File: config.mk
export PLATFORM = sky130hd
export DESIGN_NAME = uart_tx_fifo_flat
export DESIGN_NICKNAME = d
export VERILOG_FILES = /design/src/rtl/uart_tx_fifo_if.sv /design/src/rtl/uart_tx_fifo.sv /design/src/flat_wrapper.sv
export SDC_FILE = /design/constraint.sdc
export NUM_CORES = 1
export LEC_CHECK = 0
export BUFFER_PORTS_ARGS = -buffer_cell sky130_fd_sc_hd__buf_2
export CORE_AREA = 2 2 87 72
export DETAILED_ROUTE_END_ITERATION = 16
export DIE_AREA = 0 0 89 74
export GPL_ROUTABILITY_DRIVEN = 0
export PLACE_DENSITY = 0.62
export SYNTH_ARGS = -nofsm -noshare
export SYNTH_HDL_FRONTEND = slang
export SYNTH_SLANG_ARGS = --single-unit
File: constraint.sdc
create_clock -name clk -period 3.7 [get_ports clk]
set_clock_uncertainty 0.05 [all_clocks]
set_input_delay 0.185 -clock clk [delete_from_list [all_inputs] [get_ports clk]]
set_output_delay 0.185 -clock clk [all_outputs]
set_load 0.02 [all_outputs]
File: src/rtl/uart_tx_fifo_if.sv
// Host-side bundle for uart_tx_fifo: enqueue strobe and character, frame
// start permission, serial line and buffer/transmitter status.
// The host side uses the master modport and the transmitter uses the slave modport.
interface uart_tx_fifo_if #(
  parameter int DATA_WIDTH = 8,
  parameter int FIFO_DEPTH = 4
);
  logic [DATA_WIDTH-1:0]       data_in;
  logic                        load;
  logic                        transmit_enable;
  logic                        data_out;
  logic                        character_sent;
  logic                        busy;
  logic                        full;
  logic                        empty;
  logic [$clog2(FIFO_DEPTH):0] level;

  modport master (
    output data_in, load, transmit_enable,
    input  data_out, character_sent, busy, full, empty, level
  );

  modport slave (
    input  data_in, load, transmit_enable,
    output data_out, character_sent, busy, full, empty, level
  );
endinterface

File: src/rtl/uart_tx_fifo.sv
// uart_tx_fifo: buffered, parametrised serial transmitter.
// A FIFO_DEPTH-entry character buffer feeds a start/data/[parity]/stop framer.
// Characters are sent LSB first. Each bit is held for OVERSAMPLE clocks.
// Define PARITY_EN to insert a parity bit after the data bits.
// ODD_PARITY selects odd (1) or even (0) parity for that bit.
// Frames run back-to-back with no idle gap while data is buffered and
// transmit_enable is high when a frame would start.
module uart_tx_fifo #(
  parameter int DATA_WIDTH = 8,
  parameter int OVERSAMPLE = 16,
  parameter int STOP_BITS  = 1,
  parameter int FIFO_DEPTH = 4,
  parameter int ODD_PARITY = 0
) (
  input logic           clk,
  input logic           rst,
  uart_tx_fifo_if.slave bus
);

  localparam int AW = $clog2(FIFO_DEPTH);
  localparam int CW = $clog2(OVERSAMPLE);
  localparam int BW = $clog2(DATA_WIDTH);
  localparam logic [CW-1:0] CNT_LAST  = CW'(OVERSAMPLE - 1);
  localparam logic [BW-1:0] BIT_LAST  = BW'(DATA_WIDTH - 1);
  localparam logic          STOP_LAST = 1'(STOP_BITS - 1);
  localparam logic [AW:0]   LVL_FULL  = (AW+1)'(FIFO_DEPTH);

  // Reject configurations the framer cannot represent
  if (DATA_WIDTH < 5 || DATA_WIDTH > 9) begin : g_bad_width
    $error("DATA_WIDTH must be 5..9");
  end
  if (OVERSAMPLE < 2) begin : g_bad_os
    $error("OVERSAMPLE must be >= 2");
  end
  if (STOP_BITS != 1 && STOP_BITS != 2) begin : g_bad_stop
    $error("STOP_BITS must be 1 or 2");
  end
  if (FIFO_DEPTH < 2 || (FIFO_DEPTH & (FIFO_DEPTH - 1)) != 0) begin : g_bad_depth
    $error("FIFO_DEPTH must be a power of 2, >= 2");
  end
  if (ODD_PARITY != 0 && ODD_PARITY != 1) begin : g_bad_parity
    $error("ODD_PARITY must be 0 or 1");
  end

  typedef enum logic [2:0] {
    IDLE,
    START,
    DATA,
`ifdef PARITY_EN
    PARITY,
`endif
    STOP
  } state_t;

  state_t                state, state_next;
  logic [DATA_WIDTH-1:0] mem [FIFO_DEPTH];
  logic [AW-1:0]         wr_ptr, rd_ptr;
  logic [AW:0]           level_q;
  logic [CW-1:0]         cnt;
  logic [BW-1:0]         bit_idx;
  logic                  stop_idx;
  logic [DATA_WIDTH-1:0] shreg;
`ifdef PARITY_EN
  logic                  par_bit;
`endif
  logic                  full_i, empty_i;
  logic                  push, pop, bit_end, frame_end, line;

  assign full_i             = (level_q == LVL_FULL);
  assign empty_i            = (level_q == '0);
  assign bus.full           = full_i;
  assign bus.empty          = empty_i;
  assign bus.level          = level_q;
  assign bus.data_out       = line;
  assign bus.character_sent = frame_end;
  assign bus.busy           = (state != IDLE);

  // Next-state, line level, and buffer handshake decode.
  // A new frame may start from IDLE or on the final stop cycle.
  always_comb begin
    state_next = state;
    line       = 1'b1;
    bit_end    = (cnt == CNT_LAST);
    frame_end  = (state == STOP) && bit_end && (stop_idx == STOP_LAST);
    push       = bus.load && !full_i;
    pop        = bus.transmit_enable && !empty_i && ((state == IDLE) || frame_end);
    case (state)
      IDLE: begin
        if (pop) state_next = START;
      end
      START: begin
        line = 1'b0;
        if (bit_end) state_next = DATA;
      end
      DATA: begin
        line = shreg[0];
        if (bit_end && bit_idx == BIT_LAST) begin
`ifdef PARITY_EN
          state_next = PARITY;
`else
          state_next = STOP;
`endif
        end
      end
`ifdef PARITY_EN
      PARITY: begin
        line = par_bit;
        if (bit_end) state_next = STOP;
      end
`endif
      STOP: begin
        line = 1'b1;
        if (frame_end) state_next = pop ? START : IDLE;
      end
      default: state_next = IDLE;
    endcase
  end

  // State register; reset aborts any frame in flight
  always_ff @(posedge clk) begin
    if (rst) state <= IDLE;
    else     state <= state_next;
  end

  // Sample counter wraps every bit; bit and stop indices advance on bit ends
  always_ff @(posedge clk) begin
    if (rst) begin
      cnt      <= '0;
      bit_idx  <= '0;
      stop_idx <= 1'b0;
    end else begin
      if (state == IDLE || bit_end) cnt <= '0;
      else                          cnt <= cnt + CW'(1);
      if (state == DATA && bit_end)
        bit_idx <= (bit_idx == BIT_LAST) ? '0 : bit_idx + BW'(1);
      if (state == STOP && bit_end)
        stop_idx <= frame_end ? 1'b0 : 1'b1;
    end
  end

  // Shift register loads the buffer head on pop and shifts right after each data bit
  always_ff @(posedge clk) begin
    if (pop)                           shreg <= mem[rd_ptr];
    else if (state == DATA && bit_end) shreg <= shreg >> 1;
  end

`ifdef PARITY_EN
  // Parity of the popped character, captured before shifting destroys it
  always_ff @(posedge clk) begin
    if (pop) par_bit <= (^mem[rd_ptr]) ^ (ODD_PARITY != 0);
  end
`endif

  // Buffer storage write; writes while full are dropped
  always_ff @(posedge clk) begin
    if (push) mem[wr_ptr] <= bus.data_in;
  end

  // Buffer pointers and occupancy; a simultaneous push and pop leave level unchanged
  always_ff @(posedge clk) begin
    if (rst) begin
      wr_ptr  <= '0;
      rd_ptr  <= '0;
      level_q <= '0;
    end else begin
      if (push) wr_ptr <= wr_ptr + AW'(1);
      if (pop)  rd_ptr <= rd_ptr + AW'(1);
      case ({push, pop})
        2'b10:   level_q <= level_q + (AW+1)'(1);
        2'b01:   level_q <= level_q - (AW+1)'(1);
        default: level_q <= level_q;
      endcase
    end
  end

endmodule
File: src/flat_wrapper.sv
// flat-port wrapper written by rule: the top's interface ports become plain ports
module uart_tx_fifo_flat 
#(
  parameter int DATA_WIDTH = 8,
  parameter int OVERSAMPLE = 16,
  parameter int STOP_BITS  = 1,
  parameter int FIFO_DEPTH = 4,
  parameter int ODD_PARITY = 0
)
  (clk, rst, bus_data_in, bus_load, bus_transmit_enable, bus_data_out, bus_character_sent, bus_busy, bus_full, bus_empty, bus_level);
  uart_tx_fifo_if #(.DATA_WIDTH(DATA_WIDTH), .FIFO_DEPTH(FIFO_DEPTH)) bus_i ();
  input logic clk;
  input logic rst;
  input wire logic [$bits(bus_i.data_in)-1:0] bus_data_in;
  input wire logic [$bits(bus_i.load)-1:0] bus_load;
  input wire logic [$bits(bus_i.transmit_enable)-1:0] bus_transmit_enable;
  output wire logic [$bits(bus_i.data_out)-1:0] bus_data_out;
  output wire logic [$bits(bus_i.character_sent)-1:0] bus_character_sent;
  output wire logic [$bits(bus_i.busy)-1:0] bus_busy;
  output wire logic [$bits(bus_i.full)-1:0] bus_full;
  output wire logic [$bits(bus_i.empty)-1:0] bus_empty;
  output wire logic [$bits(bus_i.level)-1:0] bus_level;
  assign bus_i.data_in = bus_data_in;
  assign bus_i.load = bus_load;
  assign bus_i.transmit_enable = bus_transmit_enable;
  assign bus_data_out = bus_i.data_out;
  assign bus_character_sent = bus_i.character_sent;
  assign bus_busy = bus_i.busy;
  assign bus_full = bus_i.full;
  assign bus_empty = bus_i.empty;
  assign bus_level = bus_i.level;
  uart_tx_fifo #(.DATA_WIDTH(DATA_WIDTH), .OVERSAMPLE(OVERSAMPLE), .STOP_BITS(STOP_BITS), .FIFO_DEPTH(FIFO_DEPTH), .ODD_PARITY(ODD_PARITY)) u_core (.clk(clk), .rst(rst), .bus(bus_i));
endmodule
=== Word level (Yosys, flattened, before mapping) ===
Memories as Yosys holds them, arrays and structs flattened. A register that Yosys moved wholly into a read port is not among the register bits.
Index checks and enable logic that the tools add are counted.

* Memory bits (writable): 32
* Input port bits: 12
* Flip-flop bits (word level): 26
* Output and inout port bits: 8
* Memories kept: 1

* Bitwise logic cells: 1
* Add/subtract/negate cells: 6
* Mux-type cells: 16
* Equality and inequality tests: 12
* Reduce and logical (&&, ||, !) cells: 18

{| class="wikitable"
|+ Memory list
! name !! depth !! width !! read ports !! clocked after memory_dff !! write ports !! line !! source
|-
| u_core.mem || 4 || 8 || 1 || 1 || 1 || uart_tx_fifo.sv:56 || <nowiki>logic [DATA_WIDTH-1:0] mem [FIFO_DEPTH];</nowiki>
|}

{| class="wikitable"
|+ Operators with widths
! operator !! count
|-
| $mux W8 || 2
|-
| $mux W3 || 5
|-
| $pmux W3 S4 || 1
|-
| $ne A2 B1 Y1 const B || 4
|-
| $logic_and A1 B1 Y1 || 7
|-
| $add A3 B1 Y3 const B || 2
|-
| $eq A3 B2 Y1 const B || 2
|-
| $eq A3 B3 Y1 const B || 2
|-
| $logic_not A3 Y1 || 2
|-
| $pmux W3 S2 || 1
|-
| $add A2 B1 Y2 const B || 2
|-
| $add A4 B1 Y4 const B || 1
|-
| $eq A4 B4 Y1 const B || 1
|-
| $mux W1 || 4
|-
| $mux W2 || 2
|-
| $reduce_and A4 Y1 || 1
|-
| $reduce_bool A2 Y1 || 2
|-
| $eq A3 B1 Y1 const B || 1
|-
| $reduce_bool A3 Y1 || 1
|-
| $sub A3 B1 Y3 const B || 1
|-
| $eq A2 B1 Y1 const B || 1
|-
| $eq A2 B2 Y1 const B || 1
|-
| $logic_not A1 Y1 || 2
|-
| $logic_or A1 B1 Y1 || 2
|-
| 3 further kinds || 3
|}

=== Logic depth before layout (Yosys ltp) ===
Gate-level depths: netlist of run 1.

* Word-level depth: 8
* Depth in mapped cells: 10

=== Worst setup path before layout of run 1 ===
Ideal clock, no wire load.

* Kind: flip-flop to flip-flop
* Start point: reg u_core.level_q[2], in the netlist u_core.bus.level[2]
* End point: reg u_core.level_q[2], in the netlist u_core.bus.level[2]
* Path slack: 0.933 ns
* Clock period less this slack: 2.767 ns
* Data arrival time: 2.647 ns
* Buffers on the path: 1
* Data required time: 3.579 ns
* Stages on the path, launching flop included: 11
* Cells stage by stage: dfxtp_1 nor3b_1 nor2b_1 clkbuf_1 inv_1 ha_1 inv_1 fa_1 xor2_1 or3_1 a21oi_1

* Elaborated cells between the ends (all ways): 13
* Those cells by class: 2 x add/sub; 3 x eq/ne; 1 x mux; 7 x reduce/logical

{| class="wikitable"
|+ RTL lines
! element !! line !! source
|-
| start, declared || uart_tx_fifo.sv:58 || <nowiki>logic [AW:0] level_q;</nowiki>
|-
| start signal, assigned || uart_tx_fifo.sv:169 || <nowiki>2'b10: level_q <= level_q + (AW+1)'(1);</nowiki>
|-
| start signal, assigned || uart_tx_fifo.sv:170 || <nowiki>2'b01: level_q <= level_q - (AW+1)'(1);</nowiki>
|-
| start signal, assigned || uart_tx_fifo.sv:171 || <nowiki>default: level_q <= level_q;</nowiki>
|-
| $eq A3 B3 Y1 (*) || uart_tx_fifo.sv:69 || <nowiki>assign full_i = (level_q == LVL_FULL);</nowiki>
|-
| via bus_full || flat_wrapper.sv:20 || <nowiki>output wire logic [$bits(bus_i.full)-1:0] bus_full;</nowiki>
|-
| $logic_not A1 Y1 (*) || uart_tx_fifo.sv:85 || <nowiki>push = bus.load && !full_i;</nowiki>
|-
| $logic_and A1 B1 Y1 (*) || uart_tx_fifo.sv:85 ||
|-
| $eq A2 B1 Y1 / $eq A2 B2 Y1 (equally long branches) || uart_tx_fifo.sv:168 || <nowiki>case ({push, pop})</nowiki>
|-
| $pmux W3 S2 / $reduce_bool A2 Y1 (equally long branches) || n/a ||
|}

The timed path passes the listed nets; every way through them passes the cells marked *.
A chain may end at the register's enable or synchronous reset.

=== Final worst setup path of run 1 ===
* Start point: reg u_core.cnt[0]
* End point: reg u_core.level_q[2], in the netlist u_core.bus.level[2]

* Longest elaborated chain between the ends: 7
* Elaborated cells between the ends (all ways): 9
* Those cells by class: 3 x eq/ne; 1 x mux; 5 x reduce/logical

{| class="wikitable"
|+ RTL lines
! element !! line !! source
|-
| start, declared || uart_tx_fifo.sv:59 || <nowiki>logic [CW-1:0] cnt;</nowiki>
|-
| start signal, assigned || uart_tx_fifo.sv:133 || <nowiki>else cnt <= cnt + CW'(1);</nowiki>
|-
| $eq A4 B4 Y1 (*) || uart_tx_fifo.sv:83 || <nowiki>bit_end = (cnt == CNT_LAST);</nowiki>
|-
| $logic_and A1 B1 Y1 (*) (2 in a row) || uart_tx_fifo.sv:84 || <nowiki>frame_end = (state == STOP) && bit_end && (stop_idx == STOP_LAST);</nowiki>
|-
| $logic_or A1 B1 Y1 (*) || uart_tx_fifo.sv:86 || <nowiki>pop = bus.transmit_enable && !empty_i && ((state == IDLE) || frame_end);</nowiki>
|-
| $logic_and A1 B1 Y1 (*) || uart_tx_fifo.sv:86 ||
|-
| $eq A2 B1 Y1 / $eq A2 B2 Y1 (equally long branches) || uart_tx_fifo.sv:168 ||
|-
| $pmux W3 S2 / $reduce_bool A2 Y1 (equally long branches) || n/a ||
|}

Every way passes the cells marked *; elsewhere a longest branch is shown, timed or not.

==> results of run 1 <==
-- final timing paths --
check                                 from                          endpoint  cells past startpoint
setup / recovery  u_core.cnt[0]$_SDFF_PP0_  u_core.bus.level[2]$_SDFFE_PP0P_                     10
hold / removal              bus_data_in[2]        u_core.mem[1][2]$_DFFE_PP_                      1
setup reg to reg  u_core.cnt[0]$_SDFF_PP0_  u_core.bus.level[2]$_SDFFE_PP0P_                     10
hold reg to reg   u_core.cnt[0]$_SDFF_PP0_          u_core.cnt[0]$_SDFF_PP0_                      1
-- sequential cells by signal, indices dropped and copies added, names as in the netlist, named ones only --
name and flops:
u_core.bit_idx 3, u_core.bus.level 3, u_core.cnt 4, u_core.mem 32, u_core.rd_ptr 2, u_core.shreg 8, u_core.state 2, u_core.stop_idx 1
u_core.wr_ptr 2
-- report_power, final --
group	switching (mW)	internal, mW	total (mW)	leakage, nW
combinational	0.303	0.245	0.548	0.445
sequential	0.0871	0.834	0.921	0.522
clock	0.254	0.376	0.630	0.101
total	0.644	1.45	2.10	1.07
-- synth_stat cells, drive strengths merged --
cell,number
dfxtp,19
ha,12
o31ai,2
nor2b,4
a31o,1
a311oi,1
inv,10
nor2,10
xor2,3
edfxtp,40
and3,2
buf,2
or3,2
o22ai,1
mux2,7
o31a,1
nand3,4
mux2i,1
mux4,8
and4,1
nand2,5
fa,1
a21oi,10
a31oi,1
nor3,4
or4,1
xnor2,2
and2,6
clkbuf,2
o21ai,5
nor3b,1
nand4,2
-- through the flow --
step	hold WS [ns]	total power, mW	setup slack, ns
floorplan	0.204	1.33	0.933
global placement	0.345	1.45	1.22
detailed placement	0.359	1.48	1.07
CTS	0.000351	2.12	1.07
global route	0.00195	2.23	0.920
finish	0.0223	2.10	1.10
-- per-layer routing --
layer  global-route usage [%]  share of wire [%]  up-vias
met2                     24.0                 48       30
met5                        0                  0        -
li1                         -                  -      708
met3                     8.21                4.8        5
met4                     5.97                1.1        0
met1                     18.5                 46      743
-- critical path: cells and delay by family (launching register included) --
kind,cells,cell delay [ns]
xor gates and xnor gates,1,0.16
adders and majority gates,3,0.85
DFF,1,0.36
buffers and inverters,1,0.06
AOI/OAI and AO/OA,2,0.25
and+or+nand+nor,3,0.82
-- cell families (layout without fill, tap and decap cells) --
group | Yosys count | after routing | share of synthesized area, %
simple gates | 42 | 42 | 9.27
compound gates | 22 | 22 | 5.87
fa+ha+maj | 13 | 13 | 6.82
xor+xnor | 5 | 5 | 1.75
mux | 16 | 16 | 10.8
buf+inv | 14 | 52 | 2.16
flops | 59 | 59 | 63.4
-- timing repair --
action	4_1_cts	5_1_grt
endpoints found under the hold margin	7	20
buffers inserted	0	0
hold buffers	2	5
gates resized for setup	0	0
-- placed cells by master, fill, tap and decap left out, types with 4 or more instances in the layout --
master,n
edfxtp_1,40
dfxtp_1,19
buf_2,19
ha_1,12
inv_1,10
a21oi_1,9
nor2_1,9
clkbuf_8,9
mux4_2,8
mux2_2,7
dlygate4sd3_1,7
and2_1,6
o21ai_0,5
nor3_1,4
nor2b_1,4
nand2_1,4
nand3_1,4
-- layout make-up --
type	count	area, sq um
clock buffer	9	124
clock inverter	7	92.6
tap	81	101
inverter	10	37.5
sequential	59	1580
timing repair buffer	26	165
fill	506	2790
multi-input combinational	98	861
==> metrics list, run 1 <==
- CTS clock-pin slew for the worst setup and hold paths: 0.07 ns
* Maximum number of pins on one net before global-route repair: 17
* Power density over the cells: 708 mW/mm^2
* Area of placed instances: 0.00268 sq mm
- Highest-delay cell along the critical path: fa_1
- The netlist uses 38 different library cells.
- Number of max-cap violations: 0
* Transition at the pin with the smallest max-transition slack: 1.07 ns
- Counting along the longest clock path gives a buffer depth of 2.
* Critical path startpoint category: flop
- The worst pin sits at a relative slew slack of 28.1%.
* Endpoint arrival time on the critical path: 2.82 ns
- Overflow left after global routing: 0
- Pleak: 1.07 nW
- Ratio of final minimum period to clock period: 70.4%
* Synthesized net count: 196
- 20 I/O pins were placed.
- The mapped netlist covers 0.00250 sq mm.
* Clk sink count: 59
- Syn-to-layout area delta: 18.7%
* Final setup violation count: 0
- IR drop worst, VDD: 410 uV
* Cells taking the most area after synthesis: edfxtp_1 48%, dfxtp_1 15%, mux4_2 7.2%
* Skew-Pair Late Insertion Delay: 0.34 ns
* Endpoint type of the worst setup path: flop
- Global router's overall resource usage: 15.5%
- The root buffer cell chosen for the clock tree is clkbuf_8.
- TritonCTS clock tree: done
* Worst path cell trace: ha_1 -> and3_2 -> a21oi_2 -> nor2_4 -> ha_1 -> inv_1 -> fa_1 -> xor2_1 -> or3_1 -> a21oi_1
- Setup repair after global routing left no endpoint under its margin.
* Yosys reg bits: 59
- Measured along the y axis, the die boundary spans 74 um.
- For this run, the number of standard cells in the final layout without fillers is 290.
- First-pass GRT wire length: 7.12 mm
* Achievable frequency: 0.384 GHz
- Starting Density: 43.4%
- Initial antenna violation count: 0
* Most common cell on crit path: ha_1
- Ant. Diodes: 0
* Syn. warnings: 0
* Crit path required time: 3.92 ns
- Synth Instances: 171
- Post-route design area: 0.00296 sq mm
- Setup_tns: 0 ns
- Number of buffers created by CTS: 9
- In the final layout, the share of cells above drive strength 1 is 26.3%.
* Sequential share of the synthesized area: 63.4%
- For this run, the share of the core covered by cells in the final layout is 51.5%.
- Biggest cell delay along the critical path: 0.37 ns
- The pre-antenna-repair detailed-routing pass consisted of 4 iterations.
* Minimum clock period: 2.60 ns
- The die covers 0.00659 sq mm.
- Highest fanout seen on the critical path: 9
- Dividing the synthesized area by the synthesized cell count gives 14.6 sq um.
- Area inside the core boundary: 0.00576 sq mm
- Placed cell count: 267
- Portion of synthesized cell area occupied by the leading cell type: 48.1%
- Via count of the first global-routing pass: 1489
* Sum of routed wire length over all layers: 4.38 mm
- Result of the run: complete, no violations
* H-tree level count: 3
- The count of nets left with antenna violations once routing finished came out at 0.
- At the end of the flow, the number of nets in the layout was 229.
* HPWL after DPL: 3.01 mm
- Worst setup slack for register-to-register paths: 1.10 ns
* Via density per instance: 5.12
* Iter 0 DRT Violations: 97
* Number of port buffers: 19
- Number of core rows: 25
* Pins Over Slew Limit: 0
- Total via count in the routed design: 1486
- Number of DRC violations after detailed routing: 0
* Cell taking the most area after synthesis: edfxtp_1
* Type of the worst min-delay path: in -> reg
- Detail-routed net length per standard cell: 15.1 um
- Hold violation count in the final report: 0
* Worst Path Class, Setup: reg -> reg
* Die Span X: 89 um
Note: power is estimated with default switching activity, not from simulation.
==> run 2, diff against run 1 <==
Settings changed: PLACE_DENSITY 0.62 to 0.65.
Clock period 3.7 ns to 2.2 ns, I/O delays scaled along.
==> run 2 against run 1 <==
  * Sequential cell count unchanged
  * Critical endpoint unchanged
  * Worst setup slack worse by 1.0 ns
  * Fmax up 23%
  * Combinational power up 97%
  * Sequential share of layout area shrank 2.9 points
  * Global-route usage is 0.37 points higher
==> metrics list, run 2 (synthesis gave the netlist of run 1 again) <==
- Result of the run: complete, no violations
- Detail-routed net length per standard cell: 15.2 um
- H-tree level count: 3
- Remaining antenna violation count after routing: 0
- Worst path cell trace: ha_4 -> and3_4 -> a21oi_4 -> nor2_4 -> ha_4 -> inv_1 -> fa_2 -> xor2_1 -> or3_1 -> a21oi_1
- Port buffering added 19 buffers.
* Overflow left after global routing: 0
* Number of DRC violations after detailed routing: 0
- Most frequent standard cell in the layout excluding fill and tap cells: edfxtp_1
- Initial antenna violation count: 0
- Endpoint arrival time on the critical path: 2.33 ns
- Highest-delay cell along the critical path: dfxtp_4
* Power density over the cells: 1230 mW/mm^2
- Number of core rows: 25
- Core occupancy in the finished layout: 55.0%
* Most common cell on crit path: ha_4
- Max-cap violations in this run came to 0.
* Largest register FFs: 32
- Number of iterations in the first detailed-routing pass: 4
- The longest clock path from root to sink contains 2 buffers.
- After detailed placement, the design holds a cell count of 273.
- Crit path required time: 2.42 ns
- RSZ-0062 raised after global routing: false
* Area inside the core boundary: 0.00576 sq mm
- Global router's overall resource usage: 15.9%
* Die Span X: 89 um
- Endpoint type of the worst setup path: flop
* Maximum number of pins on one net before global-route repair: 17
- TritonCTS clock tree: done
* Clk sink count: 59
- Setup violations remaining at the end of the flow were counted as 0.
- Pins Over Slew Limit: 0
* Starting Density: 43.4%
- Die span in y: 74 um
- For this block, the initial DRC count from the detailed router was 99.
- Cell family with most CP delay: simple AND/OR/NAND/NOR gates
- The post-route netlist has 34.2% of its cells at a drive strength greater than 1.
- Ratio of final minimum period to clock period: 96.1%
* Minimum clock period: 2.12 ns
* Ant. Diodes: 0
- The count of endpoints failing hold in the final timing report is 0.
- The HPWL after detailed placement is 3.04 mm.
- The via count of the first global-routing pass was 1544.
- Skew-Pair Late Insertion Delay: 0.34 ns
- Across the VDD grid, the largest voltage drop is 762 uV.
* Remaining max-slew budget at the tightest pin: 66.9%
* Area of the die: 0.00659 sq mm
* Achievable frequency: 0.473 GHz
* Transition at the pin with the smallest max-transition slack: 0.497 ns
- During I/O placement, the number of pins put on the boundary was 20.
* Non-filler cells, final: 300
- In this design, the stage delay of the slowest critical-path cell is 0.36 ns.
- Via density per instance: 5.01
* Pleak: 1.14 nW
* Syn-to-layout area delta: 26.8%
* Register ranked first by flip-flop count: u_core.mem
- Leaving out fill and tap cells, the most frequent cells in the layout are 40 x edfxtp_1, 19 x buf_2, 12 x dfxtp_1.
* Highest fanout seen on the critical path: 6
- Counting the buffers created by CTS gives 9.
- The worst setup path is launched from a flop.
* Final-stage net count: 239
- The worst hold path belongs to the class in -> reg.
* Largest regs: u_core.mem x32, u_core.shreg x8, u_core.cnt x4
- Clock tree root buffer cell: clkbuf_8
- Sum of routed wire length over all layers: 4.57 mm
- Worst Path Class, Setup: reg -> reg
- The filler cells instantiated in the layout total 501.
- Buffer and inverter count on the worst path: 1
- Total via count in the routed design: 1504
- First-pass GRT wire length: 7.39 mm
* CTS clock-pin slew for the worst setup and hold paths: 0.07 ns
==> run 2: cell count changes in the layout (fill, tap and decap cells not counted), sizes merged <==
| cell | before | now |
|---|---|---|
| buf | 19 | 28 |
| clkbuf | 9 | 10 |
| dlygate4sd3 | 7 | 8 |
| clkinvlp | 3 | 0 |
| bufinv | 2 | 4 |
==> run 2: per-layer routing <==
metal	wire length, um	global-route usage [%]
met1	2080	19.0
met3	170	6.66
met5	0	0
met2	2240	25.8
met4	80	5.97
==> run 2: through the flow <==
step | setup slack, ns | hold WS (ns) | TNS, ns | power [mW] | area, sq um
5_1_grt | 0.00760 | 0.0808 | 0 | 4.11 | 3170
6_report | 0.0849 | 0.0817 | 0 | 3.91 | 3170
4_1_cts | 0.00506 | 0.0642 | 0 | 3.92 | 3130
2_1_floorplan | 0.00878 | 0.129 | 0 | 2.30 | 2560
3_5_place_dp | -0.0635 | 0.279 | -0.0635 | 2.62 | 2790
3_3_place_gp | 0.0999 | 0.268 | 0 | 2.55 | 2790
==> run 2: worst paths after layout <==
path	startpoint	endpoint	slack [ns]	cells after the start
max	u_core.cnt[0]$_SDFF_PP0_	u_core.bus.level[2]$_SDFFE_PP0P_	0.08	10
min reg2reg	u_core.cnt[0]$_SDFF_PP0_	u_core.cnt[0]$_SDFF_PP0_	0.40	1
max reg2reg	u_core.cnt[0]$_SDFF_PP0_	u_core.bus.level[2]$_SDFFE_PP0P_	0.08	10
min	rst	u_core.stop_idx$_SDFFE_PP0N_	0.08	2
==> run 2: area by class of cell <==
class / count / area [sq um] / share of cell area, %
clock inverter: 6 / 128 / 4.03
inverter: 10 / 37.5 / 1.19
clock buffer: 10 / 128 / 4.03
sequential: 59 / 1600 / 50.5
tap: 81 / 101 / 3.20
timing repair buffer: 36 / 243 / 7.67
multi-input combinational: 98 / 931 / 29.4
==> run 2: what timing repair did <==
item,4_1_cts,5_1_grt
buffers inserted,0,3
hold buffers,8,0
resized for setup,3,3
endpoints found under the setup margin,1,1
hold endpoints to repair,32,0
pin swaps,0,2
==> run 2: report_power, final <==
group / switching (mW) / internal [mW] / total, mW
clock: 0.417 / 0.860 / 1.28
combinational: 0.583 / 0.501 / 1.08
sequential: 0.130 / 1.42 / 1.55
